`src/rtl/onchip_mem_copy_master.sv`:
```
// ----------------------------------------------------------------------------
// onchip_mem_copy_master
//
// Word-granular memory-to-memory copy engine controlled through a small CSR
// block. Software programs SRC, DST and LEN, then writes GO. The engine walks
// the source region in ascending order, reading one word, waiting one cycle
// for the fixed-latency read data, then writing it to the destination. Each
// word therefore costs exactly three cycles (RD, WT, WR); one FIN cycle
// follows the last word to raise DONE.
//
// Ports
//   clk            single clock, rising edge
//   reset_n        synchronous active-low reset
//   csr_address    CSR word select: 0 SRC, 1 DST, 2 LEN, 3 CTRL/STATUS
//   csr_write      CSR write strobe
//   csr_read       CSR read strobe
//   csr_writedata  CSR write data
//   csr_readdata   registered CSR read data, valid the cycle after csr_read
//   irq            level interrupt, DONE & IRQ_EN
//   m_address      word address to the memory slave
//   m_chipselect   memory select
//   m_write        write enable, qualified by m_chipselect
//   m_byteenable   all lanes while selected, otherwise zero
//   m_writedata    write data
//   m_readdata     read data, valid one cycle after the read address
//
// CTRL write: bit0 GO, bit1 IRQ_EN, bit2 DONE_CLR (write-1-clear).
// STATUS read: bit0 BUSY, bit1 IRQ_EN, bit2 DONE, [16 +: LEN_W] words left.
// ----------------------------------------------------------------------------
module onchip_mem_copy_master #(
    parameter int unsigned ADDR_W = 10,
    parameter int unsigned LEN_W  = 11
) (
    input  logic              clk,
    input  logic              reset_n,
    input  logic [1:0]        csr_address,
    input  logic              csr_write,
    input  logic              csr_read,
    input  logic [31:0]       csr_writedata,
    output logic [31:0]       csr_readdata,
    output logic              irq,
    output logic [ADDR_W-1:0] m_address,
    output logic              m_chipselect,
    output logic              m_write,
    output logic [3:0]        m_byteenable,
    output logic [31:0]       m_writedata,
    input  logic [31:0]       m_readdata
);

    localparam logic [ADDR_W-1:0] AddrOne = ADDR_W'(1);
    localparam logic [LEN_W-1:0]  CntOne  = LEN_W'(1);

    typedef enum logic [2:0] {
        StIdle,
        StRd,
        StWt,
        StWr,
        StFin
    } state_e;

    // ------------------------------------------------------------------------
    // State
    // ------------------------------------------------------------------------
    state_e             state_q, state_d;

    // Programmed registers
    logic [ADDR_W-1:0]  src_q, src_d;
    logic [ADDR_W-1:0]  dst_q, dst_d;
    logic [LEN_W-1:0]   len_q, len_d;
    logic               irq_en_q, irq_en_d;
    logic               done_q, done_d;

    // Working copies advanced by the engine
    logic [ADDR_W-1:0]  wsrc_q, wsrc_d;
    logic [ADDR_W-1:0]  wdst_q, wdst_d;
    logic [LEN_W-1:0]   cnt_q, cnt_d;
    logic [31:0]        data_q, data_d;

    logic [31:0]        csr_readdata_q, csr_readdata_d;

    // ------------------------------------------------------------------------
    // CSR decode
    // ------------------------------------------------------------------------
    logic        busy;
    logic        wr_src;
    logic        wr_dst;
    logic        wr_len;
    logic        wr_ctrl;
    logic        go;
    logic [31:0] status_word;
    logic        unused_wdata;

    // Upper write-data bits are not stored anywhere; fold them away.
    assign unused_wdata = ^csr_writedata;

    always_comb begin
        busy    = (state_q != StIdle);
        // Address/length registers are frozen while a copy is in flight.
        wr_src  = csr_write && (csr_address == 2'd0) && !busy;
        wr_dst  = csr_write && (csr_address == 2'd1) && !busy;
        wr_len  = csr_write && (csr_address == 2'd2) && !busy;
        wr_ctrl = csr_write && (csr_address == 2'd3);
        go      = wr_ctrl && csr_writedata[0] && !busy;

        status_word              = '0;
        status_word[0]           = busy;
        status_word[1]           = irq_en_q;
        status_word[2]           = done_q;
        status_word[16 +: LEN_W] = cnt_q;
    end

    // ------------------------------------------------------------------------
    // Next-state logic
    // ------------------------------------------------------------------------
    always_comb begin
        state_d        = state_q;
        src_d          = src_q;
        dst_d          = dst_q;
        len_d          = len_q;
        irq_en_d       = irq_en_q;
        done_d         = done_q;
        wsrc_d         = wsrc_q;
        wdst_d         = wdst_q;
        cnt_d          = cnt_q;
        data_d         = data_q;
        csr_readdata_d = csr_readdata_q;

        if (wr_src) begin
            src_d = csr_writedata[ADDR_W-1:0];
        end
        if (wr_dst) begin
            dst_d = csr_writedata[ADDR_W-1:0];
        end
        if (wr_len) begin
            len_d = csr_writedata[LEN_W-1:0];
        end
        if (wr_ctrl) begin
            irq_en_d = csr_writedata[1];
            if (csr_writedata[2]) begin
                done_d = 1'b0;
            end
        end

        // Assigned after DONE_CLR so that FIN setting DONE takes priority.
        case (state_q)
            StIdle: begin
                if (go) begin
                    done_d  = 1'b0;
                    wsrc_d  = src_q;
                    wdst_d  = dst_q;
                    cnt_d   = len_q;
                    state_d = (len_q == '0) ? StFin : StRd;
                end
            end
            StRd: begin
                state_d = StWt;
            end
            StWt: begin
                // Read data arrives one cycle after the address phase.
                data_d  = m_readdata;
                state_d = StWr;
            end
            StWr: begin
                wsrc_d  = wsrc_q + AddrOne;
                wdst_d  = wdst_q + AddrOne;
                cnt_d   = cnt_q - CntOne;
                state_d = (cnt_q == CntOne) ? StFin : StRd;
            end
            StFin: begin
                done_d  = 1'b1;
                state_d = StIdle;
            end
            default: begin
                state_d = StIdle;
            end
        endcase

        if (csr_read) begin
            unique case (csr_address)
                2'd0: csr_readdata_d = 32'(src_q);
                2'd1: csr_readdata_d = 32'(dst_q);
                2'd2: csr_readdata_d = 32'(len_q);
                2'd3: csr_readdata_d = status_word;
            endcase
        end
    end

    // ------------------------------------------------------------------------
    // Registers
    // ------------------------------------------------------------------------
    always_ff @(posedge clk) begin
        if (!reset_n) begin
            state_q        <= StIdle;
            src_q          <= '0;
            dst_q          <= '0;
            len_q          <= '0;
            irq_en_q       <= 1'b0;
            done_q         <= 1'b0;
            wsrc_q         <= '0;
            wdst_q         <= '0;
            cnt_q          <= '0;
            data_q         <= '0;
            csr_readdata_q <= '0;
        end else begin
            state_q        <= state_d;
            src_q          <= src_d;
            dst_q          <= dst_d;
            len_q          <= len_d;
            irq_en_q       <= irq_en_d;
            done_q         <= done_d;
            wsrc_q         <= wsrc_d;
            wdst_q         <= wdst_d;
            cnt_q          <= cnt_d;
            data_q         <= data_d;
            csr_readdata_q <= csr_readdata_d;
        end
    end

    // ------------------------------------------------------------------------
    // Outputs: decoded purely from registered state, so reset forces them low
    // ------------------------------------------------------------------------
    always_comb begin
        m_chipselect = 1'b0;
        m_write      = 1'b0;
        m_address    = '0;
        m_writedata  = '0;
        case (state_q)
            StRd: begin
                m_chipselect = 1'b1;
                m_address    = wsrc_q;
            end
            StWr: begin
                m_chipselect = 1'b1;
                m_write      = 1'b1;
                m_address    = wdst_q;
                m_writedata  = data_q;
            end
            default: begin
            end
        endcase
        m_byteenable = {4{m_chipselect}};
        irq          = done_q & irq_en_q;
        csr_readdata = csr_readdata_q;
    end

endmodule

```
`config.mk`:
```
export PLATFORM = sky130hd
export DESIGN_NAME = onchip_mem_copy_master
export DESIGN_NICKNAME = d
export VERILOG_FILES = /design/src/rtl/onchip_mem_copy_master.sv
export SDC_FILE = /design/constraint.sdc
export NUM_CORES = 1
export LEC_CHECK = 0
export ABC_AREA = 1
export BUFFER_PORTS_ARGS = -buffer_cell sky130_fd_sc_hd__buf_4
export CAP_MARGIN = 20
export CELL_PAD_IN_SITES_DETAIL_PLACEMENT = 1
export CELL_PAD_IN_SITES_GLOBAL_PLACEMENT = 1
export CORE_ASPECT_RATIO = 0.7
export CORE_MARGIN = 4
export CORE_UTILIZATION = 40
export CTS_CLUSTER_DIAMETER = 30
export DETAILED_ROUTE_END_ITERATION = 6
export HOLD_SLACK_MARGIN = 0.05
export PLACE_DENSITY_LB_ADDON = 0.3
export SLEW_MARGIN = 0
export SYNTH_ARGS = -nofsm -noshare
export SYNTH_HDL_FRONTEND = slang
export SYNTH_SLANG_ARGS = --single-unit
```
`constraint.sdc`:
```
create_clock -name clk -period 3.7 [get_ports clk]
set_input_delay 0.185 -clock clk [delete_from_list [all_inputs] [get_ports clk]]
set_output_delay 0.185 -clock clk [all_outputs]
set_load 0.05 [all_outputs]
```
Word-level counts from Yosys, hierarchy flattened. Cells that the tools add are included.

Reduce and logical (&&, ||, !) cells: 17. Add/subtract/negate cells: 3. Equal/unequal tests: 9. Mux-type cells: 19. Bitwise gates (word level): 1.

Operators by type and width (count): $pmux W32 S4 (1); $pmux W10 S2 (3); $mux W32 (1); $pmux W11 S2 (1); $add A10 B1 Y10 const B (2); $mux W10 (2); $pmux W3 S4 (1); $eq A11 B1 Y1 const B (1); $logic_not A11 Y1 (1); $mux W11 (1); $sub A11 B1 Y11 const B (1); $logic_and A1 B1 Y1 (9); $mux W3 (3); $eq A3 B2 Y1 const B (2); $mux W1 (5); $eq A2 B2 Y1 const B (2); $eq A3 B1 Y1 const B (1); $eq A3 B3 Y1 const B (1); $logic_not A3 Y1 (1); $reduce_bool A3 Y1 (1); $eq A2 B1 Y1 const B (1); $logic_not A2 Y1 (1); $ne A2 B2 Y1 const B (1); $pmux W1 S2 (1); other kinds (5) (5).

Logic and storage cells: 60. Output and inout port bits: 81. Register bits after elaboration: 131. Bits of input ports: 70.

Logic depth before layout (Yosys ltp).
Word-level depth: 6. Depth in mapped cells: 10.

Least setup slack after synthesis. Ideal clock, no wire load.

Path type: reg-to-output. From: register state_q[0]. To: output m_address[8]. Setup slack: 633 ps. Required time: 3515 ps. Cell stages (with the launch flop): 5. Buffers on the path: 0. Arrival time: 2882 ps. Cell sequence: dfxtp_1 -> inv_1 -> nor2_1 -> nand2_1 -> o21ai_0.

Cells in the longest elaborated chain, start to end: 2.

RTL lines: from (decl) (line 64) `state_e state_q, state_d;`; from (signal assigned) (line 193) `state_q <= StIdle;`; from (signal assigned) (line 205) `state_q <= state_d;`; $eq A3 B2 Y1 or $eq A3 B1 Y1 (tied branches) (line 227) `case (state_q)`; $pmux W10 S2 (*) (line 227); to (decl) (line 42) `output logic [ADDR_W-1:0] m_address,`.

Mark *: on every way between the ends. The rest lies on a longest branch, timed or not.

Final worst setup path.
From: register state_q[2]. To: output m_address[8].

Same word-level chain as after synthesis.

==> flow_summary.json <==
{
  "outcome": "complete, no violations",
  "setup_viol": 0,
  "nNetsFinal": 1034,
  "endpoint_kind": "output port",
  "antenna_found_initial": 0,
  "relSlewSlack_pct": 50.5,
  "ys_warn_count": 0,
  "first_global_vias": 6118,
  "fillCellCount": 1857,
  "cts_inserted_buffers": 17,
  "hold_violations": 0,
  "first_pass_iters": 4,
  "arrival_ps": 2390,
  "portBuffers": 119,
  "multi_input_area_um2": 2700,
  "die-area_um2": 16900,
  "grt_pass1_wl_um": 32000,
  "viasPerCell": 5.11,
  "power_density_nw_per_um2": 480,
  "skew_ps": 10.6,
  "die_y_um": 110,
  "overflow": 0,
  "gp_congestion": 0.877,
  "ys_types": 37,
  "numClockSinks": 121,
  "grt_start_max_net_pins": 66,
  "whs_ps": 51.1,
  "drc_errors": 0,
  "drtIter0Drc": 439,
  "antenna_left": 0,
  "finalCoreUtilization_pct": 52.8,
  "io_pins": 151,
  "syn_area_per_cell_um2": 6.97,
  "critical_path_class": "reg2out",
  "vdd_drop_max_mv": 0.331,
  "rows": 36,
  "start_kind": "register",
  "timing.max_cap.violations": 0,
  "wl_per_cell_um": 17.1,
  "tightest_slew_ps": 741,
  "drt_wl_total_um": 19900,
  "path_clk_slew_ps": 60,
  "dp_hpwl_um": 13800,
  "cts_resized": 0,
  "seqCellArea_um2": 2420,
  "die_w_um": 154,
  "critPathMaxFanout": 32,
  "htree_levels": 4,
  "cts_tree": "built",
  "ys_seq_area_share_pct": 40.8,
  "synth.area.top_cells": "dfxtp_1 (41%), o21ai_0 (9.5%), inv_1 (7.6%)",
  "min_period_ps": 2580,
  "grt_usage_pct": 23.9,
  "layout-drive-gt1-share_pct": 18.0,
  "syn_to_final_growth_pct": 26.7,
  "cts_buffer_depth": 2,
  "yosys.area.top_type": "dfxtp_1",
  "min_period_over_period_pct": 69.6,
  "drv_slew": 0,
  "initial_core_util_pct": 41.7,
  "place_ws_ps": 1410,
  "worstHoldPathType": "in2reg",
  "crit_required_ps": 3510,
  "clock_latency_ps": 420,
  "coreArea_um2": 14200,
  "vias": 5944,
  "p_leak_nw": 3.22,
  "fmax_mhz": 388,
  "ys_ff_latch": 121,
  "antenna_cells": 0,
  "final.setup.tns_ps": 0,
  "synth_top_cell_area_share_pct": 40.8,
  "synth_cells": 852,
  "grt_setup_unrepaired": "false",
  "timing.final.ws_setup_ps": 1120,
  "syn_area_um2": 5930,
  "cts_root_buf": "clkbuf_16"
}
metrics by stage:
step           std cells  total power, mW  instance area (µm²)
2_1_floorplan        861             1.80                 5970
3_3_place_gp        1114             1.93                 6760
3_5_place_dp        1114             1.94                 6760
4_1_cts             1163             3.62                 7520
5_1_grt             1163             3.75                 7520
6_report            1163             3.61                 7520
cells by family (layout without fill, tap and decap cells):
group / after synthesis / after routing / synth area share, %
other: 1 / 10 / 0.0632
adder cells (fa/ha/maj): 4 / 4 / 0.843
AND/OR/NAND/NOR: 299 / 299 / 22.1
AO/OA/AOI/OAI: 241 / 241 / 21.8
buffers and inverters: 185 / 297 / 14.3
flip-flops: 121 / 121 / 40.8
XOR/XNOR: 1 / 1 / 0.148
cell usage in the layout, fill, tap and decap left out, types with 4 or more instances in the layout:
cell type and instances:
a21oi_1 84, a31oi_1 4, buf_4 123, clkbuf_16 17, conb_1 10, dfxtp_1 121, dlygate4sd3_1 17, ha_1 4
inv_1 120, inv_2 5, nand2_1 117, nand3_1 39, nand3_2 4, nor2_1 114, nor3_1 9, o211ai_1 11
o21ai_0 113, o21ai_1 6, o22ai_1 11
final cells by class:
| cell class | instances | area share, % |
|---|---|---|
| Multi-Input combinational cell | 555 | 36.0 |
| Sequential cell | 121 | 32.2 |
| Timing Repair Buffer | 140 | 14.5 |
| Clock buffer | 22 | 6.31 |
| Inverter | 125 | 6.24 |
| Tap cell | 190 | 3.16 |
| Clock inverter | 10 | 1.58 |
critical path: stages (launching register included):
cell and delay [ps]:
dfxtp_1 350, inv_1 170, nand3_2 360, inv_2 610, nand2_1 120, o21ai_0 130, buf_4 240
layer usage:
metal / vias to the layer above / track usage, % / wire (µm)
li1: 2961 / - / -
met1: 2808 / 33.9 / 9550
met2: 163 / 36.9 / 8600
met3: 12 / 6.10 / 1630
met4: 0 / 4.73 / 110
met5: - / 0 / 0
where the power goes:
group	internal, mW	switching, mW	leakage [nW]
combinational	0.157	0.346	1.95
clock	1.05	0.618	0.282
sequential	1.39	0.0527	0.986
worst paths after layout:
kind	from	endpoint	slack (ps)	cells past startpoint
min reg2reg	data_q[3]$_SDFFE_PN0N_	data_q[3]$_SDFFE_PN0N_	450	2
min	m_readdata[25]	data_q[25]$_SDFFE_PN0N_	50	3
max	state_q[2]$_SDFFE_PN0P_	m_address[8]	1120	6
max reg2reg	state_q[2]$_SDFFE_PN0P_	wsrc_q[8]$_SDFFE_PN0P_	1310	8
synthesized netlist by cell type (all sizes together):
library cell,count
a41oi,3
a22oi,2
clkbuf,17
buf,43
dfxtp,121
nand4,3
nand3,43
inv,125
o22ai,11
ha,4
nor3,13
conb,1
xor2,1
a211oi,2
nand2,120
o21ai,120
o211ai,12
a21oi,85
nor2,117
a31oi,4
o21a,2
nand3b,3
registers in the layout, summed over array words and instances (netlist names):
name,flops
cnt_q,11
csr_readdata,22
data_q,32
done_q,1
dst_q,10
irq_en_q,1
len_q,11
src_q,10
state_q,3
wdst_q,10
wsrc_q,10
repair_timing:
action	4_1_cts	5_1_grt
endpoints found under the hold margin	18	0
hold buffers	17	0
setup buffers	0	0
No activity file was read; power rests on OpenSTA's default activity.
